File: src/rtl/tc0480scp_rom_responder_if.sv
// Bundles the TC0480SCP ROM fetch port and the SDRAM read channel; both
// sides use toggle handshakes. slave = the responder, master = its environment.
interface tc0480scp_rom_responder_if #(
  parameter int unsigned SDR_AW = 27
) ();
  logic [20:0]       rom_address;
  logic              rom_req;
  logic              rom_ack;
  logic [63:0]       rom_data;
  logic [SDR_AW-1:0] sdr_addr;
  logic              sdr_req;
  logic              sdr_ack;
  logic [15:0]       sdr_data;

  modport slave (
    input  rom_address, rom_req, sdr_ack, sdr_data,
    output rom_ack, rom_data, sdr_addr, sdr_req
  );

  modport master (
    output rom_address, rom_req, sdr_ack, sdr_data,
    input  rom_ack, rom_data, sdr_addr, sdr_req
  );
endinterface

File: src/rtl/tc0480scp_rom_responder.sv
// Turns each 64-bit TC0480SCP ROM fetch into four 16-bit SDRAM reads.
// Define ROM_LAST_HIT_EN to answer repeats of the last granule without SDRAM access.
module tc0480scp_rom_responder #(
  parameter int unsigned       SDR_AW   = 27,
  parameter logic [SDR_AW-1:0] ROM_BASE = '0
) (
  input  logic                        clk,
  input  logic                        reset_n,
  tc0480scp_rom_responder_if.slave    bus,
  input  logic                        flush,
  output logic                        busy
);

  typedef enum logic {S_IDLE, S_FETCH} state_t;

  state_t            r_state;
  logic [1:0]        r_beat;
  logic [2:0][15:0]  r_stage;
  logic              r_rom_ack;
  logic [63:0]       r_rom_data;
  logic              r_sdr_req;
  logic [SDR_AW-1:0] r_sdr_addr;
  logic              r_busy;

  logic [20:0]       w_addr;
  logic [SDR_AW-1:0] w_start_addr;
  logic              w_pending;
  logic              w_beat_done;
  logic              w_hit;
  logic              w_unused;

  assign w_addr       = {bus.rom_address[20:3], 3'b000};
  assign w_start_addr = ROM_BASE + SDR_AW'(w_addr);
  assign w_pending    = bus.rom_req != r_rom_ack;
  assign w_beat_done  = bus.sdr_ack == r_sdr_req;

`ifdef ROM_LAST_HIT_EN
  logic [17:0] r_tag;
  logic [17:0] r_fetch_tag;
  logic        r_valid;

  // flush on the detection edge forces the normal fetch path
  assign w_hit    = r_valid && !flush && (bus.rom_address[20:3] == r_tag);
  assign w_unused = ^bus.rom_address[2:0];

  always_ff @(posedge clk or negedge reset_n) begin
    if (!reset_n) begin
      r_tag       <= '0;
      r_fetch_tag <= '0;
      r_valid     <= 1'b0;
    end else begin
      if (r_state == S_IDLE && w_pending && !w_hit)
        r_fetch_tag <= bus.rom_address[20:3];
      if (r_state == S_FETCH && w_beat_done && r_beat == 2'd3) begin
        r_tag   <= r_fetch_tag;
        r_valid <= 1'b1;
      end
      if (flush)
        r_valid <= 1'b0;
    end
  end
`else
  assign w_hit    = 1'b0;
  assign w_unused = ^{bus.rom_address[2:0], flush};
`endif

  always_ff @(posedge clk or negedge reset_n) begin
    if (!reset_n) begin
      r_state    <= S_IDLE;
      r_beat     <= '0;
      r_stage    <= '0;
      r_rom_ack  <= 1'b0;
      r_rom_data <= '0;
      r_sdr_req  <= 1'b0;
      r_sdr_addr <= '0;
      r_busy     <= 1'b0;
    end else begin
      unique case (r_state)
        S_IDLE: begin
          if (w_pending && w_hit) begin
            r_rom_ack <= ~r_rom_ack;
          end else if (w_pending) begin
            r_sdr_addr <= w_start_addr;
            r_sdr_req  <= ~r_sdr_req;
            r_beat     <= '0;
            r_busy     <= 1'b1;
            r_state    <= S_FETCH;
          end
        end
        S_FETCH: begin
          if (w_beat_done) begin
            // rom_data only moves on the final beat; earlier words go to staging
            if (r_beat == 2'd3) begin
              r_rom_data <= {bus.sdr_data, r_stage[2], r_stage[1], r_stage[0]};
              r_rom_ack  <= ~r_rom_ack;
              r_busy     <= 1'b0;
              r_state    <= S_IDLE;
            end else begin
              r_stage[r_beat] <= bus.sdr_data;
              r_beat          <= r_beat + 2'd1;
              r_sdr_addr      <= r_sdr_addr + SDR_AW'(2);
              r_sdr_req       <= ~r_sdr_req;
            end
          end
        end
        default: r_state <= S_IDLE;
      endcase
    end
  end

  assign bus.rom_ack  = r_rom_ack;
  assign bus.rom_data = r_rom_data;
  assign bus.sdr_req  = r_sdr_req;
  assign bus.sdr_addr = r_sdr_addr;
  assign busy         = r_busy;

endmodule

File: src/flat_wrapper.sv
// flat-port wrapper written by rule: the top's interface ports become plain ports
module tc0480scp_rom_responder_flat 
#(
  parameter int unsigned       SDR_AW   = 27,
  parameter logic [SDR_AW-1:0] ROM_BASE = '0
)
  (clk, reset_n, flush, busy, bus_rom_address, bus_rom_req, bus_sdr_ack, bus_sdr_data, bus_rom_ack, bus_rom_data, bus_sdr_addr, bus_sdr_req);
  tc0480scp_rom_responder_if #(.SDR_AW(SDR_AW)) bus_i ();
  input  logic clk;
  input  logic reset_n;
  input  logic flush;
  output logic busy;
  input wire logic [$bits(bus_i.rom_address)-1:0] bus_rom_address;
  input wire logic [$bits(bus_i.rom_req)-1:0] bus_rom_req;
  input wire logic [$bits(bus_i.sdr_ack)-1:0] bus_sdr_ack;
  input wire logic [$bits(bus_i.sdr_data)-1:0] bus_sdr_data;
  output wire logic [$bits(bus_i.rom_ack)-1:0] bus_rom_ack;
  output wire logic [$bits(bus_i.rom_data)-1:0] bus_rom_data;
  output wire logic [$bits(bus_i.sdr_addr)-1:0] bus_sdr_addr;
  output wire logic [$bits(bus_i.sdr_req)-1:0] bus_sdr_req;
  assign bus_i.rom_address = bus_rom_address;
  assign bus_i.rom_req = bus_rom_req;
  assign bus_i.sdr_ack = bus_sdr_ack;
  assign bus_i.sdr_data = bus_sdr_data;
  assign bus_rom_ack = bus_i.rom_ack;
  assign bus_rom_data = bus_i.rom_data;
  assign bus_sdr_addr = bus_i.sdr_addr;
  assign bus_sdr_req = bus_i.sdr_req;
  tc0480scp_rom_responder #(.SDR_AW(SDR_AW), .ROM_BASE(ROM_BASE)) u_core (.clk(clk), .reset_n(reset_n), .bus(bus_i), .flush(flush), .busy(busy));
endmodule
File: config.mk
export PLATFORM = sky130hd
export DESIGN_NAME = tc0480scp_rom_responder_flat
export DESIGN_NICKNAME = d
export VERILOG_FILES = /design/src/rtl/tc0480scp_rom_responder_if.sv /design/src/rtl/tc0480scp_rom_responder.sv /design/src/flat_wrapper.sv
export SDC_FILE = /design/constraint.sdc
export NUM_CORES = 1
export LEC_CHECK = 0
export ABC_AREA = 1
export CELL_PAD_IN_SITES_DETAIL_PLACEMENT = 1
export CELL_PAD_IN_SITES_GLOBAL_PLACEMENT = 1
export CORE_ASPECT_RATIO = 1.1
export CORE_MARGIN = 2
export CORE_UTILIZATION = 38
export CTS_CLUSTER_DIAMETER = 60
export CTS_CLUSTER_SIZE = 12
export DETAILED_ROUTE_END_ITERATION = 7
export HOLD_SLACK_MARGIN = 0.06
export PLACE_DENSITY_LB_ADDON = 0.1
export RECOVER_POWER = 50
export SETUP_SLACK_MARGIN = 0.02
export SYNTH_ARGS = -nofsm -noshare
export SYNTH_HDL_FRONTEND = slang
export SYNTH_SLANG_ARGS = --single-unit
File: constraint.sdc
create_clock -name clk -period 2.2 [get_ports clk]
set_input_delay 0.44 -clock clk [delete_from_list [all_inputs] [get_ports clk]]
set_output_delay 0.44 -clock clk [all_outputs]
set_load 0.01 [all_outputs]
==> metrics.txt <==
Setup crit start=u_core.bus.sdr_addr[21]; Area Growth Syn to Fin=32.4%; Clk network pwr share=23.3%; critical setup path kind=flip-flop to output port; Final Slew Violations=0; setup bufs post-CTS=0; Setup TNS=0 ns; RSZ-0062 raised after global routing=false; number of distinct library cells after synthesis=33; Mapped Cells=750; Post-Synthesis Net Count=~800; Crit Path Max Fanout=7; Critical Path AT=~1.5 ns; CTS H-Tree Depth=4; total power=roughly 13 mW; maximum vdd drop=~700 uV; Critical R2R Capture=u_core.bus.rom_data[43]; Clk Latency, worst-skew pair=0.43 ns; Layout fillers=slightly below 2000; outcome=finished clean; clock-pin slew on the worst setup and hold paths=roughly 0.06 ns; Hold WC Path Type=flip-flop to flip-flop; top cells by area, synth=dfrtp_1 55%, nand2_1 13%, inv_1 5.8%; Nets=approximately 930; Crit path depth=1; Worst path slowest cell=clkdlybuf4s50_1; NetSw=5.03 mW; area leader, netlist=dfrtp_1; sw frac=between 30% and 40%; GRT Residual Overflow=0; clk sinks=between 100 and 150; Multi-input gate area=around 2300 sq um; Die Y=around 140 um; worst-margin pin slew=roughly 0.83 ns; Total Routing Usage GR=a little over a fifth; io pins=around 140; CTS buffer count=17; sequential share of power=a little over a third; worst path cell trace=clkdlybuf4s50_1; via/cell ratio=roughly 5; main flop type after synthesis=dfrtp_1; Internal Power=approximately 8.4 mW; ys async rst share=100%; depth of the most critical reg-to-reg path=8; FF-to-FF Start=u_core.r_beat[1]; # resized after CTS=0; HPWL Detailed=about 13000 um; FF/Latch Area=between 3000 and 4000 sq um; synthesized flop and latch total=144; total wire length=18600 um; chip width=~130 um; Lkg Pwr=between 4 and 5 nW; Max Fclk=roughly 0.51 GHz; Routed wire per std cell=roughly 17 um; crit share post-route=between 80% and 90%; Post-synth EDFFs=0; Crit path required time=about 1.8 ns; row count=50; max cap viols=0; Mean Syn Cell Area=between 8 and 9 sq um; Ant. Diodes=0; flop-to-flop setup slack=between 0.3 and 0.4 ns; Initial DRC Count=between 150 and 200; core area=16900 sq um; Pwr Density=about 1600 nW/um^2; count of antenna-violating nets left after detailed routing=0; register area share after synthesis=approximately 55%; share of cells above drive strength 1=roughly 8.7%; Clock Tree Buf Depth=2; Final Setup Violations=0; final hold violation count=0; CTS tree=yes; startpoint types=flip-flop; first-pass GRT wire length=30300 um; Rel. slew slack=between 40 and 50%; Syn. warnings=0; Comb pwr share=a little over two fifths; Starting Density=38.6%; top-area cell type share of the netlist area=between 50% and 60%; hold buffer count at CTS=1; drt drc=0; critical path's largest stage delay=~0.60 ns; GPL Wtd Cong=about 0.83; Hold Crit Depth=2; hold_sp=u_core.bus.rom_data[28]; via count=about 5500; root buf cell=clkbuf_16; min Tclk post-route=about 2 ns; largest net degree at the start of global routing=between 50 and 60; top cells by count, synth=226 x nand2_1, 144 x dfrtp_1, 100 x inv_1; Initial DRT Pass Iterations=5; IO Port Bufs=130; crit path to=bus_sdr_addr[21]; delay-heaviest family, CP=buffers and inverters; Crit. End Element=output port; Die Area=18200 sq um; top-count cell post-synth=nand2_1; Clock Skews=approximately 0.013 ns; initial antenna violation count=0; vias in the first global route=6039; crit path buf inv count=1; Mapped Area=roughly 6500 sq um
logic make-up after synthesis:
family | Yosys count | synth area share [%]
muxes | 16 | 2.76
DFF | 144 | 55.2
xor gates and xnor gates | 5 | 0.671
and+or+nand+nor | 313 | 20.6
AOI/OAI and AO/OA | 130 | 10.2
other | 1 | 0.0575
buffers and inverters | 136 | 9.61
adders and majority gates | 5 | 0.959
power by group through the flow:
stage          Combinational, mW  Clock (mW)  Sequential [mW]
6_report                    5.66        3.14             4.68
5_1_grt                     6.32        3.32             4.84
4_1_cts                     5.87        3.22             4.71
3_5_place_dp                5.79           0             4.72
3_3_place_gp                5.56           0             4.66
2_1_floorplan               2.89           0             4.88
per-layer routing:
layer	routed length [um]	up-vias	global-route usage, %
li1	-	2606	-
met1	7130	2733	22.9
met2	10200	107	40.1
met3	820	35	5.51
met4	493	0	8.24
met5	0	-	0
layout by cell type, fill, tap and decap left out, drive strengths merged, types with 5 or more instances in the layout:
master	instances
inv	107
dfrtp	144
nand3	24
nand2	229
clkdlybuf4s50	129
xor2	5
buf	10
mux2	16
o21ai	116
ha	5
clkbuf	26
nor2	47
a21oi	9
or2	7
flip-flops by register name, summed over array words and instances, names as in the netlist:
signal,count
u_core.bus.rom_ack,1
u_core.bus.rom_data,64
u_core.bus.sdr_addr,26
u_core.bus.sdr_req,1
u_core.busy,1
u_core.r_beat,2
u_core.r_stage,48
u_core.r_state,1
stage by stage:
step,hold WS [ns],area [sq um],cells,util [%],setup WS (ns)
floorplan,0.144,6530,750,-,0.682
global placement,0.456,8040,1072,47.6,0.197
detailed placement,0.451,8040,1072,47.6,0.105
CTS,0.499,8700,1105,51.5,0.222
global route,0.520,8640,1105,51.2,0.177
finish,0.489,8640,1105,51.2,0.247
worst min path at each step:
stage                                    endpoint  slack [ns]
final                     u_core.bus.rom_data[28]        0.49
after global routing      u_core.bus.rom_data[61]        0.52
after CTS                 u_core.bus.rom_data[28]        0.50
after detailed placement   u_core.bus.sdr_addr[8]        0.45
after global placement     u_core.bus.sdr_addr[8]        0.46
after floorplan                u_core.bus.rom_ack        0.14
cell type report:
type / instances / area share [%]
clock buffer: 18 / 5.08
tap: 208 / 3.01
inverter: 103 / 4.47
sequential: 144 / 41.7
multi-input combinational: 470 / 26.5
clock inverter: 14 / 2.37
timing repair buffer: 148 / 16.8
No activity file was read; power rests on OpenSTA's default activity.
